==> src/rtl/fxp_bcd_converter_pkg.sv <==
// Shared types and constants for the fixed-point / integer to BCD converter.
// The optional leading-zero blanking build is selected with LZ_BLANK_EN.
package fxp_bcd_converter_pkg;

  typedef enum logic [2:0] {
    BCD_IDLE = 3'd0,
    BCD_ABS  = 3'd1,
    BCD_INT  = 3'd2,
    BCD_FRAC = 3'd3,
    BCD_FIN  = 3'd4
  } bcd_state_t;

  // Display codes that lie outside the decimal digit range.
  localparam logic [3:0] BCD_BLANK = 4'hF;
  localparam logic [3:0] BCD_ERR   = 4'hE;

  function automatic int max_int(input int a, input int b);
    return (a > b) ? a : b;
  endfunction

endpackage

==> src/rtl/fxp_bcd_converter_dabble_step.sv <==
// One double-dabble iteration across a row of BCD digits: add 3 to every digit
// >= 5, then shift the whole row left by one bit, exposing the bit shifted out.
module fxp_bcd_converter_dabble_step #(
  parameter int DIGITS = 8
) (
  input  logic [4*DIGITS-1:0] bcd_in,
  input  logic                bit_in,
  output logic [4*DIGITS-1:0] bcd_out,
  output logic                carry_out
);

  logic [4*DIGITS-1:0] adj;

  always_comb begin
    adj = bcd_in;
    for (int i = 0; i < DIGITS; i++) begin
      if (bcd_in[4*i+:4] >= 4'd5) begin
        adj[4*i+:4] = bcd_in[4*i+:4] + 4'd3;
      end
    end
  end

  // A set MSB after adjustment means the value has reached 10^DIGITS.
  assign bcd_out   = {adj[4*DIGITS-2:0], bit_in};
  assign carry_out = adj[4*DIGITS-1];

endmodule

==> src/rtl/fxp_bcd_converter.sv <==
// Sequential binary / Q(W-FRAC).FRAC to BCD converter for calculator results.
// Build option LZ_BLANK_EN: leading zero integer digits are shown as blanks.
module fxp_bcd_converter
  import fxp_bcd_converter_pkg::*;
#(
  parameter int W           = 24,
  parameter int FRAC        = 8,
  parameter int INT_DIGITS  = 8,
  parameter int FRAC_DIGITS = 3
) (
  input  logic                                 CLK,
  input  logic                                 RST,
  input  logic                                 i_start,
  input  logic [W-1:0]                         i_val,
  input  logic                                 i_fixed,
  input  logic                                 i_signed,
  output logic                                 o_busy,
  output logic                                 o_done,
  output logic                                 o_neg,
  output logic                                 o_ovf,
  output logic [4*(INT_DIGITS+FRAC_DIGITS)-1:0] o_bcd,
  output logic [2:0]                           o_state
);

  // Handshake: a request is taken on any rising edge where i_start=1 and the FSM
  // is in IDLE (o_busy=0); o_busy then stays high until the result is published
  // together with a single-cycle o_done. Requests while busy are dropped.

  localparam int IB = 4 * INT_DIGITS;
  localparam int FB = 4 * FRAC_DIGITS;
  localparam int CW = $clog2(max_int(W, FRAC_DIGITS) + 1);

  bcd_state_t     state;
  logic [W-1:0]   val_q;
  logic           fixed_q;
  logic           signed_q;
  logic           neg_q;
  logic           ovf_q;
  logic [W-1:0]   int_sr;
  logic [FRAC-1:0] frac_f;
  logic [IB-1:0]  int_bcd;
  logic [FB-1:0]  frac_bcd;
  logic [CW-1:0]  cnt;

  logic           neg_c;
  logic [W-1:0]   mag_c;
  logic [FRAC+3:0] prod_c;
  logic [IB-1:0]  step_bcd;
  logic           step_carry;
  logic [IB-1:0]  int_disp;

  assign o_state = state;

  // Two's complement negate in W bits; the most negative input maps to 2^(W-1).
  assign neg_c = signed_q & val_q[W-1];
  assign mag_c = neg_c ? (~val_q + 1'b1) : val_q;

  // Times ten as (f<<3)+(f<<1); the top nibble is the next fraction digit.
  assign prod_c = ({4'b0000, frac_f} << 3) + ({4'b0000, frac_f} << 1);

  fxp_bcd_converter_dabble_step #(
    .DIGITS (INT_DIGITS)
  ) u_step (
    .bcd_in    (int_bcd),
    .bit_in    (int_sr[W-1]),
    .bcd_out   (step_bcd),
    .carry_out (step_carry)
  );

  always_comb begin
    int_disp = int_bcd;
`ifdef LZ_BLANK_EN
    begin : lz_blank
      logic lead;
      lead = 1'b1;
      for (int i = INT_DIGITS - 1; i >= 1; i--) begin
        if (lead && (int_bcd[4*i+:4] == 4'd0)) begin
          int_disp[4*i+:4] = BCD_BLANK;
        end else begin
          lead = 1'b0;
        end
      end
    end
`endif
    if (ovf_q) begin
      int_disp = {INT_DIGITS{BCD_ERR}};
    end
  end

  always_ff @(posedge CLK or negedge RST) begin
    if (!RST) begin
      state    <= BCD_IDLE;
      val_q    <= '0;
      fixed_q  <= 1'b0;
      signed_q <= 1'b0;
      neg_q    <= 1'b0;
      ovf_q    <= 1'b0;
      int_sr   <= '0;
      frac_f   <= '0;
      int_bcd  <= '0;
      frac_bcd <= '0;
      cnt      <= '0;
      o_busy   <= 1'b0;
      o_done   <= 1'b0;
      o_neg    <= 1'b0;
      o_ovf    <= 1'b0;
      o_bcd    <= '0;
    end else begin
      o_done <= 1'b0;
      case (state)
        BCD_IDLE: begin
          if (i_start) begin
            val_q    <= i_val;
            fixed_q  <= i_fixed;
            signed_q <= i_signed;
            o_busy   <= 1'b1;
            state    <= BCD_ABS;
          end
        end
        BCD_ABS: begin
          neg_q    <= neg_c;
          ovf_q    <= 1'b0;
          int_bcd  <= '0;
          frac_bcd <= '0;
          if (fixed_q) begin
            // Left-align the integer field so the dabble always consumes int_sr MSB.
            int_sr <= {mag_c[W-1:FRAC], {FRAC{1'b0}}};
            frac_f <= mag_c[FRAC-1:0];
            cnt    <= CW'(W - FRAC);
          end else begin
            int_sr <= mag_c;
            frac_f <= '0;
            cnt    <= CW'(W);
          end
          state <= BCD_INT;
        end
        BCD_INT: begin
          int_bcd <= step_bcd;
          int_sr  <= int_sr << 1;
          if (step_carry) begin
            ovf_q <= 1'b1;
          end
          if (cnt == CW'(1)) begin
            if (fixed_q) begin
              cnt   <= CW'(FRAC_DIGITS);
              state <= BCD_FRAC;
            end else begin
              state <= BCD_FIN;
            end
          end else begin
            cnt <= cnt - 1'b1;
          end
        end
        BCD_FRAC: begin
          frac_bcd <= FB'({frac_bcd, prod_c[FRAC+3:FRAC]});
          frac_f   <= prod_c[FRAC-1:0];
          if (cnt == CW'(1)) begin
            state <= BCD_FIN;
          end else begin
            cnt <= cnt - 1'b1;
          end
        end
        BCD_FIN: begin
          o_bcd  <= {int_disp, frac_bcd};
          o_ovf  <= ovf_q;
          // A result that prints as all zeros never carries a minus sign.
          o_neg  <= neg_q & (ovf_q | (|int_bcd) | (|frac_bcd));
          o_done <= 1'b1;
          o_busy <= 1'b0;
          state  <= BCD_IDLE;
        end
        default: begin
          o_busy <= 1'b0;
          state  <= BCD_IDLE;
        end
      endcase
    end
  end

endmodule

==> config.mk <==
export PLATFORM = sky130hd
export DESIGN_NAME = fxp_bcd_converter
export DESIGN_NICKNAME = d
export VERILOG_FILES = /design/src/rtl/fxp_bcd_converter_pkg.sv /design/src/rtl/fxp_bcd_converter_dabble_step.sv /design/src/rtl/fxp_bcd_converter.sv
export SDC_FILE = /design/constraint.sdc
export NUM_CORES = 1
export LEC_CHECK = 0
export BUFFER_PORTS_ARGS = -buffer_cell sky130_fd_sc_hd__buf_2
export CAP_MARGIN = 20
export CORE_MARGIN = 1
export CORE_UTILIZATION = 36
export CTS_BUF_LIST = sky130_fd_sc_hd__clkbuf_2 sky130_fd_sc_hd__clkbuf_4 sky130_fd_sc_hd__clkbuf_8
export DETAILED_ROUTE_END_ITERATION = 8
export GPL_ROUTABILITY_DRIVEN = 0
export SYNTH_ARGS = -nofsm -noshare
export SYNTH_HDL_FRONTEND = slang
export SYNTH_SLANG_ARGS = --single-unit
==> constraint.sdc <==
create_clock -name CLK -period 5.1 [get_ports CLK]
set_input_delay 0.255 -clock CLK [delete_from_list [all_inputs] [get_ports CLK]]
set_output_delay 0.255 -clock CLK [all_outputs]
set_load 0.01 [all_outputs]
==> out/results.ini <==
[power]
power.total_mw=5.00
ir_drop_v=0.000294
p_sw_mw=2.08
power.share.clock_pct=19.6
p_leak_nw=4.23
intPower_mw=2.92
power_density_nw_per_um2=551
seqPwrFrac_pct=41.5
p_comb_share_pct=38.9
swShare_pct=41.6

[timing]
worst_slack_ps=1910
slew_headroom_pct=30.1
fmax_ghz=0.313
hold_viol=0
fin_crit_sh_pct=62.6
tns_ps=0
drv_slew=0
finClkSkew_ps=17.2
tightest_slew_ps=1050
setup_viol=0
rsz0062_at_grt=false
min_period_ps=3190

[routing]
first_iter_violations=372
post_drt_wl_per_cell_microns=15.5
wl_microns=18100
viasPerCell=5.27
vias=6160
ant_nets=0
post-route-drc-count=0
first_pass_iters=4

[global_route]
gr-total-overflow=0
grt_max_degree=66
globalRouteTotalUtil_pct=17.0
antenna_found_initial=0
grt_pass1_vias=5883
grt_pass1_wl_microns=30400

[die]
core-area_sq_um=21300
ios=80
die_h_microns=150
rows=53
die_area_sq_um=22600
fp.dieW_microns=150
initial_core_util_pct=37.2

[setup_path]
cp_data_arrival_time_ps=3540
crit_fanout=24
cp_common_cell=nand2_1
crit_chain=inv_1 -> nand2_1 -> nand2_1 -> o22ai_1
cp_num_buf_inv=1
critPathTopFamily=simple AND/OR/NAND/NOR gates
cpMaxStageDelayCell=dfrtp_1
crit_type=reg2reg
critPathMaxStageDelay_ps=850
endpoint_kind=flop
start_kind=flop
cp_data_required_time_ps=5450

[finish]
final_nets=943
syn_to_final_growth_pct=14.4
n_antenna_cell=0
drive_above_1_share_pct=16.7

[synth]
ys_seq_area_share_pct=50.6
async_flop_share_pct=100
synth_top_area_share_pct=50.6
postSynthAreaPerCell_sq_um=9.77
ys_types=51
synth.largest_area_cell=dfrtp_1
yosys-top-cells-count=dfrtp_1 (160), nand2_1 (156), o21ai_0 (80)
syn_area_sq_um=7920
synthTopCellsByArea=dfrtp_1 (51%), nand2_1 (7.4%), ha_1 (5.2%)
synth_edf_count=0
syn_inst=810
syn_nets=873
post-synth-top-count-cell=dfrtp_1
synth_ff_type=dfrtp_1
ys_ff_latch=160
synth_warnings=0

[cts]
clock_latency_ps=460
cts_setup_buffers=0
cts.sinks=160
cts_max_level=4
path_clk_slew_ps=90
cts_tree=done
cts_buffers=17
cts_buffer_depth=2
cts_root_buffer=clkbuf_8

[worst_hold_path]
hold_path_class=in2reg

[placement]
dpl.hpwl_microns=12200
port_buffers=79
pre_cts_slack_ps=2010

[status]
status=complete, no violations

[job]
drv_cap=0

==> flip-flops by register name, indices dropped and copies added (netlist names) <==
register	count
o_ovf	1
val_q	24
int_sr	24
ovf_q	1
o_busy	1
o_neg	1
o_bcd	44
neg_q	1
signed_q	1
o_done	1
frac_f	8
int_bcd	32
fixed_q	1
frac_bcd	12
o_state	3
cnt	5
==> kinds of logic after synthesis <==
logic type	count (synthesis)	synth area share [%]
fa+ha+maj	34	5.47
buf+inv	69	3.27
flops	160	50.6
xor+xnor	26	2.88
simple gates	262	15.1
mux	31	4.28
compound gates	228	18.4
==> per-layer routing <==
metal | vias to the layer above | part of all wire [%] | track usage, %
met1 | 2972 | 52 | 24.9
met2 | 131 | 43 | 25.8
met4 | 0 | 1.1 | 4.29
met3 | 14 | 3.4 | 3.15
met5 | - | 0 | 0
li1 | 3043 | - | -
==> layout by cell type, fill, tap and decap left out, types with 7 or more instances in the layout <==
master and n:
a21oi_1 41, a22o_1 10, a22oi_1 17, a32o_1 15, buf_2 78, buf_4 8, clkbuf_8 17, dfrtp_1 160
ha_1 33, inv_1 26, inv_6 7, mux2_2 23, mux2i_1 8, nand2_1 155, nand2b_1 13, nand3_1 13
nor2_1 30, nor3_1 7, nor3b_1 9, o21ai_0 80, o22ai_1 14, o31ai_1 23, xnor2_1 18, xor2_1 8
==> stage by stage <==
step / util (%) / cells / area, sq um / hold WS (ps)
6_report: 42.5 / 1168 / 9060 / 26.6
5_1_grt: 42.5 / 1168 / 9060 / 0.606
4_1_cts: 42.4 / 1167 / 9030 / 3.55
3_5_place_dp: 40.2 / 1129 / 8560 / 289
3_3_place_gp: 40.2 / 1129 / 8560 / 293
2_1_floorplan: - / 810 / 7920 / -40.6
==> area by class of cell <==
type	instances	area, sq um
sequential	160	4000
inverter	26	97.6
clock inverter	14	164
clock buffer	18	241
fill	2091	12200
tap	275	344
multi-input combinational	581	3660
timing repair buffer	94	549
==> final timing paths <==
kind                                        start                 endpoint  cells past startpoint  slack [ps]
setup / recovery           o_state[1]$_DFFE_PN0P_  int_bcd[29]$_DFFE_PN0P_                      4        1910
min in group asynchronous                     RST    o_bcd[21]$_DFFE_PN0P_                      2         340
max in group asynchronous                     RST    frac_f[5]$_DFFE_PN0P_                      3        3670
hold / removal                           i_signed     signed_q$_DFFE_PN0P_                      2          30
setup reg to reg           o_state[1]$_DFFE_PN0P_  int_bcd[29]$_DFFE_PN0P_                      4        1910
hold reg to reg             o_bcd[39]$_DFFE_PN0P_    o_bcd[39]$_DFFE_PN0P_                      2         470
==> power by group through the flow <==
stage	Sequential [mW]	Combinational [mW]	Clock, mW
floorplan	1.94	1.51	0
global placement	2.09	1.91	0
detailed placement	2.09	1.94	0
CTS	2.06	1.95	1.01
global route	2.14	2.20	1.06
finish	2.07	1.94	0.980
==> timing repair <==
action / in CTS / in global routing
setup endpoints to repair: 0 / 0
hold buffers: 6 / 0
resized for setup: 0 / 0
hold endpoints to repair: 68 / 0
(Power assumes the default switching activity.)
